$ cat src/rtl/i2s_frame_sequencer.sv
// I2S transmitter: one-deep stereo pending buffer feeding a 64-BCK frame.
// Left word in the low-LRCK half, right word in the high half, one-BCK delay.
module i2s_frame_sequencer #(
  parameter int unsigned BCK_DIV = 4
) (
  input  logic        i_clk,
  input  logic        i_rst_n,
  input  logic        i_enable,
  input  logic        i_valid,
  input  logic [15:0] i_data_l,
  input  logic [15:0] i_data_r,
  output logic        o_bck,
  output logic        o_lrck,
  output logic        o_sdata,
  output logic        o_ready,
  output logic        o_underflow,
  output logic        o_overrun
);

  typedef enum logic {
    IDLE,
    RUN
  } state_t;

  localparam logic [7:0] DIV_LAST = 8'(BCK_DIV - 1);

  state_t      state;
  logic [7:0]  div_cnt;
  logic [5:0]  bit_cnt;
  logic [31:0] frame;
  logic [15:0] pend_l;
  logic [15:0] pend_r;
  logic        full;

  logic        bck_edge;
  logic        bck_fall;
  logic        frame_start;
  logic [5:0]  bit_nxt;
  logic [4:0]  slot;
  logic [3:0]  idx;
  logic [4:0]  sel;
  logic        sd_nxt;

  assign o_ready = ~full;

  always_comb begin
    bck_edge    = (state == RUN) && i_enable && (div_cnt == DIV_LAST);
    bck_fall    = bck_edge && o_bck;
    bit_nxt     = bit_cnt + 6'd1;
    slot        = bit_nxt[4:0];
    frame_start = ((state == IDLE) && i_enable) ||
                  (bck_fall && (bit_cnt == 6'd63));
    // slot k carries bit 16-k; left word sits in frame[31:16]
    idx         = 4'(5'd16 - slot);
    sel         = {~bit_nxt[5], idx};
    sd_nxt      = 1'b0;
    if ((slot != 5'd0) && (slot <= 5'd16)) begin
      sd_nxt = frame[sel];
    end
  end

  always_ff @(posedge i_clk or negedge i_rst_n) begin
    if (!i_rst_n) begin
      state       <= IDLE;
      div_cnt     <= '0;
      bit_cnt     <= '0;
      frame       <= '0;
      pend_l      <= '0;
      pend_r      <= '0;
      full        <= 1'b0;
      o_bck       <= 1'b0;
      o_lrck      <= 1'b0;
      o_sdata     <= 1'b0;
      o_underflow <= 1'b0;
      o_overrun   <= 1'b0;
    end else begin
      o_underflow <= 1'b0;
      o_overrun   <= 1'b0;

      unique case (state)
        IDLE: begin
          div_cnt <= '0;
          bit_cnt <= '0;
          o_bck   <= 1'b0;
          o_lrck  <= 1'b0;
          o_sdata <= 1'b0;
          if (i_enable) begin
            state <= RUN;
          end
        end
        RUN: begin
          if (!i_enable) begin
            state   <= IDLE;
            div_cnt <= '0;
            bit_cnt <= '0;
            o_bck   <= 1'b0;
            o_lrck  <= 1'b0;
            o_sdata <= 1'b0;
          end else if (bck_edge) begin
            div_cnt <= '0;
            o_bck   <= ~o_bck;
            if (bck_fall) begin
              bit_cnt <= bit_nxt;
              o_lrck  <= bit_nxt[5];
              o_sdata <= sd_nxt;
            end
          end else begin
            div_cnt <= div_cnt + 8'd1;
          end
        end
        default: state <= IDLE;
      endcase

      if (frame_start) begin
        frame       <= full ? {pend_l, pend_r} : 32'd0;
        o_underflow <= ~full;
      end

      // a strobe on a frame start refills the slot just emptied
      if (i_valid) begin
        pend_l    <= i_data_l;
        pend_r    <= i_data_r;
        full      <= 1'b1;
        o_overrun <= full && !frame_start;
      end else if (frame_start) begin
        full <= 1'b0;
      end
    end
  end

endmodule

$ cat config.mk
export PLATFORM = sky130hd
export DESIGN_NAME = i2s_frame_sequencer
export DESIGN_NICKNAME = d
export VERILOG_FILES = /design/src/rtl/i2s_frame_sequencer.sv
export SDC_FILE = /design/constraint.sdc
export NUM_CORES = 1
export LEC_CHECK = 0
export ABC_AREA = 1
export CAP_MARGIN = 20
export CORE_ASPECT_RATIO = 1.2
export CORE_UTILIZATION = 50
export CTS_CLUSTER_SIZE = 10
export DETAILED_ROUTE_END_ITERATION = 7
export PLACE_DENSITY_LB_ADDON = 0.2
export SYNTH_ARGS = -nofsm -noshare
export SYNTH_HDL_FRONTEND = slang
export SYNTH_SLANG_ARGS = --single-unit
$ cat constraint.sdc
create_clock -name i_clk -period 2.17 [get_ports i_clk]
set_clock_uncertainty 0.05 [all_clocks]
set_input_delay 0.5425 -clock i_clk [delete_from_list [all_inputs] [get_ports i_clk]]
set_output_delay 0.5425 -clock i_clk [all_outputs]
set_load 0.005 [all_outputs]
# Yosys cells after proc, flatten, opt, wreduce, memory -nomap -nowiden
# Index checks and enable logic that the tools add are counted.
[totals]
ff_bits = 85
out_inout_bits = 6
word_cells = 64
[classes]
n_addsub = 3
magnitude_cmp = 2
n_eq_ne = 4
muxes = 27
bitwise_logic = 4
n_reduce_logical = 12
[ops]
columns = ["cell", "count"]
rows = [
  ["$mux 32", 1],
  ["$mux 6", 3],
  ["$mux 8", 2],
  ["$pmux 8 s2", 1],
  ["$mux 1", 15],
  ["$pmux 6 s2", 1],
  ["$add 8x1->8 const B", 1],
  ["$eq 8x2->1 const B", 1],
  ["$logic_and 1x1->1", 7],
  ["$add 6x1->6 const B", 1],
  ["$eq 6x6->1 const B", 1],
  ["$lt 5x6->1 const B", 1],
  ["$ne 3x2->1 const B", 2],
  ["$pmux 1 s2", 3],
  ["$bmux 1 s5", 1],
  ["$le 5x5->1 const B", 1],
  ["$reduce_bool 5->1", 1],
  ["$not 1->1", 4],
  ["$sub 1x4->4 const A", 1],
  ["$reduce_and 2->1", 1],
  ["$reduce_bool 2->1", 1],
  ["$logic_not 1->1", 1],
  ["$logic_or 1x1->1", 1],
]

# Depth between registers and ports, before layout
[logic_depth]
ltp_word = 9
ltp_mapped = 12
ltp_nobuf = 12

# Least setup slack after synthesis
# OpenSTA, ideal clock, no wires.
[synth_timing]
kind = "reg-to-reg"
start = "reg bit_cnt[1]"
end = "reg o_sdata"
setup_ns = 0.117
t_arrival_ns = 1.517
required_ns = 2.003
setup_slack_ns = 0.486
path_stages_with_launch = 11
period_less_slack_ns = 1.684
path_cell_list = "dfrtp_1 > ha_1 > clkinv_1 > nand2_1 > o21ai_0 > nand2_1 > nand2_1 > nand2_1 > nand3_1 > nand3_1 > nand2_1"
[synth_via]
elab_chain_len = 9
word_cells_on_any_way = 13
classes_between = "add/sub: 2; order compare: 1; mux: 7; bitwise: 1; reduce/logical: 2"
[synth_lines]
columns = ["item", "line_no", "rtl"]
rows = [
  ["from (decl)", "29", "logic [5:0] bit_cnt;"],
  ["from (signal assigned)", "103", "bit_cnt <= bit_nxt;"],
  ["$add 6x1->6 *", "49", "bit_nxt = bit_cnt + 6'd1;"],
  ["$sub 1x4->4 or $not 1->1 (tied branches)", "54, 55", ""],
  ["$bmux 1 s5", "58", "sd_nxt = frame[sel];"],
  ["$mux 1 (not written as such)", "58", ""],
  ["$mux 1 *", "57", "if ((slot != 5'd0) && (slot <= 5'd16)) begin"],
  ["$mux 1 *", "102", "if (bck_fall) begin"],
  ["$mux 1 *", "99", "end else if (bck_edge) begin"],
  ["$mux 1 *", "92", "if (!i_enable) begin"],
  ["$pmux 1 s2 *", "80", "unique case (state)"],
  ["to (signal assigned)", "105", "o_sdata <= sd_nxt;"],
  ["to (decl)", "14", "output logic o_sdata,"],
]
# Every way passes the cells marked *; elsewhere a longest branch is shown, timed or not. The select of a mux whose other input is x is not followed.
# A chain may end at the register's enable or synchronous reset.

# Final worst setup path
[layout_timing]
start = "reg o_bck"
end = "out o_bck"
[layout_rtl]
columns = ["item", "line_no", "rtl"]
rows = [
  ["from (decl)", "12", "output logic o_bck,"],
  ["from (signal assigned)", "101", "o_bck <= ~o_bck;"],
]
# No word-level cell between the ends.

==> flow_summary.yaml <==
clock_network:
  clockRootBuffer: "clkbuf_8"
  ctsHoldBuffers: 0
  htreeDepth: 3
  clock_sinks: 84
  clk_latency_ns: 0.36
  cts_tree: "built"
  cts_resized: 0
  clk_pin_slew_worst_paths_ns: 0.08
  cts_buffers: 9
  postCtsSetupBuffers: 0
  clockBufferDepth: 2
setup_path:
  critPathKind: "flip-flop to primary output"
  cpLargestDelayFamily: "buffers and inverters"
  cp_slowest_cell: "clkdlybuf4s50_1"
  crit_buf_inv: 1
  max_stage_delay_ns: 0.54
  worstPathCellList: "clkdlybuf4s50_1"
  end_kind: "primary output"
  required_ns: 1.58
  start_kind: "flip-flop"
  critPathMaxFanout: 6
  arrival_ns: 1.35
drt:
  wl_per_cell_um: 12.01
  routed_via_density: 4.987
  wirelength_um: 7384
  first_pass_iters: 4
  final_antenna_net_count: 0
  post-route-drc-count: 0
  drt_iter0_drc: 206
  num_vias: 3067
die:
  initial_core_util_pct: 52.41
  die_area_mm2: 0.008071
  rows: 34
  die_y_um: 98.22
  die_w_um: 82.18
  core_area_mm2: 0.007360
  io_pins: 42
sta:
  report.final.hold_viol_count: 0
  setup_ws_ns: 0.2317
  tightest_slew_ns: 0.4600
  holdWs_ns: 0.1128
  fmax_ghz: 0.5159
  relSlewSlack_pct: 69.33
  rsz0062_at_grt: "no"
  final.setup.tns_ns: 0
  fin_crit_ns: 1.938
  finalSetupViolations: 0
  drv_slew: 0
  final.period_utilization_pct: 89.32
hold_path:
  min_path_type: "input port to async pin"
placed_design:
  dp_hpwl_um: 4900
  place_ws_ns: 0.2102
  placed_area_mm2: 0.004353
  io_buffers: 41
  place.gp.congestion: 0.8580
flow_run:
  drv_cap: 0
synthesis:
  synthesis.area_mm2: 0.003857
  yosys.cell_types.count: 27
  syn_area_per_cell_um2: 8.036
  synthCells: 480
  synth_nets: 518
  yosys_warnings: 0
  ys_seq_area_share_pct: 54.49
  ys_ff_latch: 84
finish:
  design_area_mm2: 0.004569
  multi_input_area_mm2: 0.001533
  final_nets: 558
  areaGrowthSynthToFinish_pct: 18.46
  regArea_mm2: 0.002102
  final_layout_size_suffix_gt1_share_pct: 8.381
  nFillCells: 677
  diodes: 0
global_routing:
  grt_pass1_wl_um: 13080
  antenna_found_initial: 0
  grt_use_total_pct: 21.02
  grt_max_degree: 85
  grt-ovfl-total: 0
  grt_pass1_vias: 2961
pwr:
  power_leakage_nw: 2.287
  p_per_area_mw_per_mm2: 742.5
  ir_drop_mv: 0.4588
run_status:
  status: "finished, final reports clean"
registers in the layout (all words and copies together) (netlist names):
register     count
div_cnt          8
o_bck            1
state            1
full             1
pend_l          16
frame           32
o_lrck           1
o_overrun        1
o_sdata          1
pend_r          16
bit_cnt          5
o_underflow      1
layer usage:
| metal | track usage, % | wire length [um] | vias to the layer above |
|---|---|---|---|
| li1 | - | - | 1580 |
| met2 | 31.34 | 3262 | 67 |
| met4 | 11.88 | 248 | 0 |
| met1 | 28.46 | 3644 | 1398 |
| met5 | 0 | 0 | - |
| met3 | 3.832 | 227 | 22 |
cell families after synthesis:
group           count (synthesis)  share of synthesized area (%)
fa+ha+maj                       2                         0.6486
buf+inv                        48                          5.774
simple gates                  294                          30.62
flops                          84                          54.49
xor+xnor                        3                         0.6813
compound gates                 49                          7.785
placed cells by master, fill, tap and decap left out:
cell type	instances
a21oi_1	4
a22oi_1	1
buf_12	2
buf_4	9
bufinv_16	2
clkbuf_1	1
clkbuf_8	9
clkdlybuf4s50_1	40
clkinv_1	3
clkinv_2	1
clkinv_4	1
clkinvlp_4	2
dfrtp_1	84
ha_1	2
inv_1	23
nand2_1	219
nand2_2	1
nand3_1	12
nand3_2	1
nand3b_1	2
nand4_1	6
nor2_1	43
nor3_1	6
nor3_4	1
nor3b_1	1
o21ai_0	11
o21ai_1	17
o21ai_2	13
o22ai_1	3
or2_2	1
or2_4	1
xnor2_1	1
xor2_1	2
final timing paths:
path / slack, ns / start / depth (start not counted) / endpoint
setup / recovery: 0.23 / o_bck$_DFFE_PN0P_ / 1 / o_bck
hold / removal: 0.11 / i_rst_n / 2 / div_cnt[5]$_DFF_PN0_
setup reg to reg: 0.27 / bit_cnt[1]$_DFFE_PN0P_ / 11 / o_sdata$_DFFE_PN0P_
hold reg to reg: 0.42 / div_cnt[0]$_DFF_PN0_ / 1 / div_cnt[0]$_DFF_PN0_
max in group asynchronous: 1.57 / i_rst_n / 2 / div_cnt[4]$_DFF_PN0_
min in group i_clk: 0.42 / div_cnt[0]$_DFF_PN0_ / 1 / div_cnt[0]$_DFF_PN0_
metrics by stage:
stage / cells / util [%] / power [W]
floorplan: 480 / - / 0.002040
global placement: 599 / 59.15 / 0.002195
detailed placement: 599 / 59.15 / 0.002206
CTS: 615 / 62.09 / 0.003410
global route: 615 / 62.09 / 0.003556
finish: 615 / 62.09 / 0.003393
cell type report:
type	instances	area share (%)
flip-flops and latches	84	46.00
multi-input cells	348	33.54
repair buffers	51	11.12
clock buffers	10	2.793
well taps	90	2.464
inverters	26	2.136
clock inverters	6	1.944
power by group:
| part | switching [W] | internal [W] | leakage [nW] | total (W) |
|---|---|---|---|---|
| Sequential | 0.0000824 | 0.00171 | 1.07 | 0.00179 |
| Combinational | 0.000206 | 0.000176 | 1.11 | 0.000381 |
| Clock | 0.000574 | 0.000648 | 0.102 | 0.00122 |
| Total | 0.000862 | 0.00253 | 2.29 | 0.00339 |
cell usage after synthesis (all sizes together):
cell type,n,area share [%]
nor2,43,4.2
nor3b,1,0.19
a22oi,1,0.19
nand3,13,1.8
a21oi,4,0.52
o22ai,3,0.49
o21ai,41,6.6
nand4,6,0.97
ha,2,0.65
buf,9,2.0
clkinv,3,0.29
clkbuf,13,1.3
nor3,7,1.2
nand2,220,21
nand3b,2,0.39
xor2,2,0.45
or2,2,0.39
dfrtp,84,54
inv,23,2.2
xnor2,1,0.23
No activity file was read; power rests on OpenSTA's default activity.
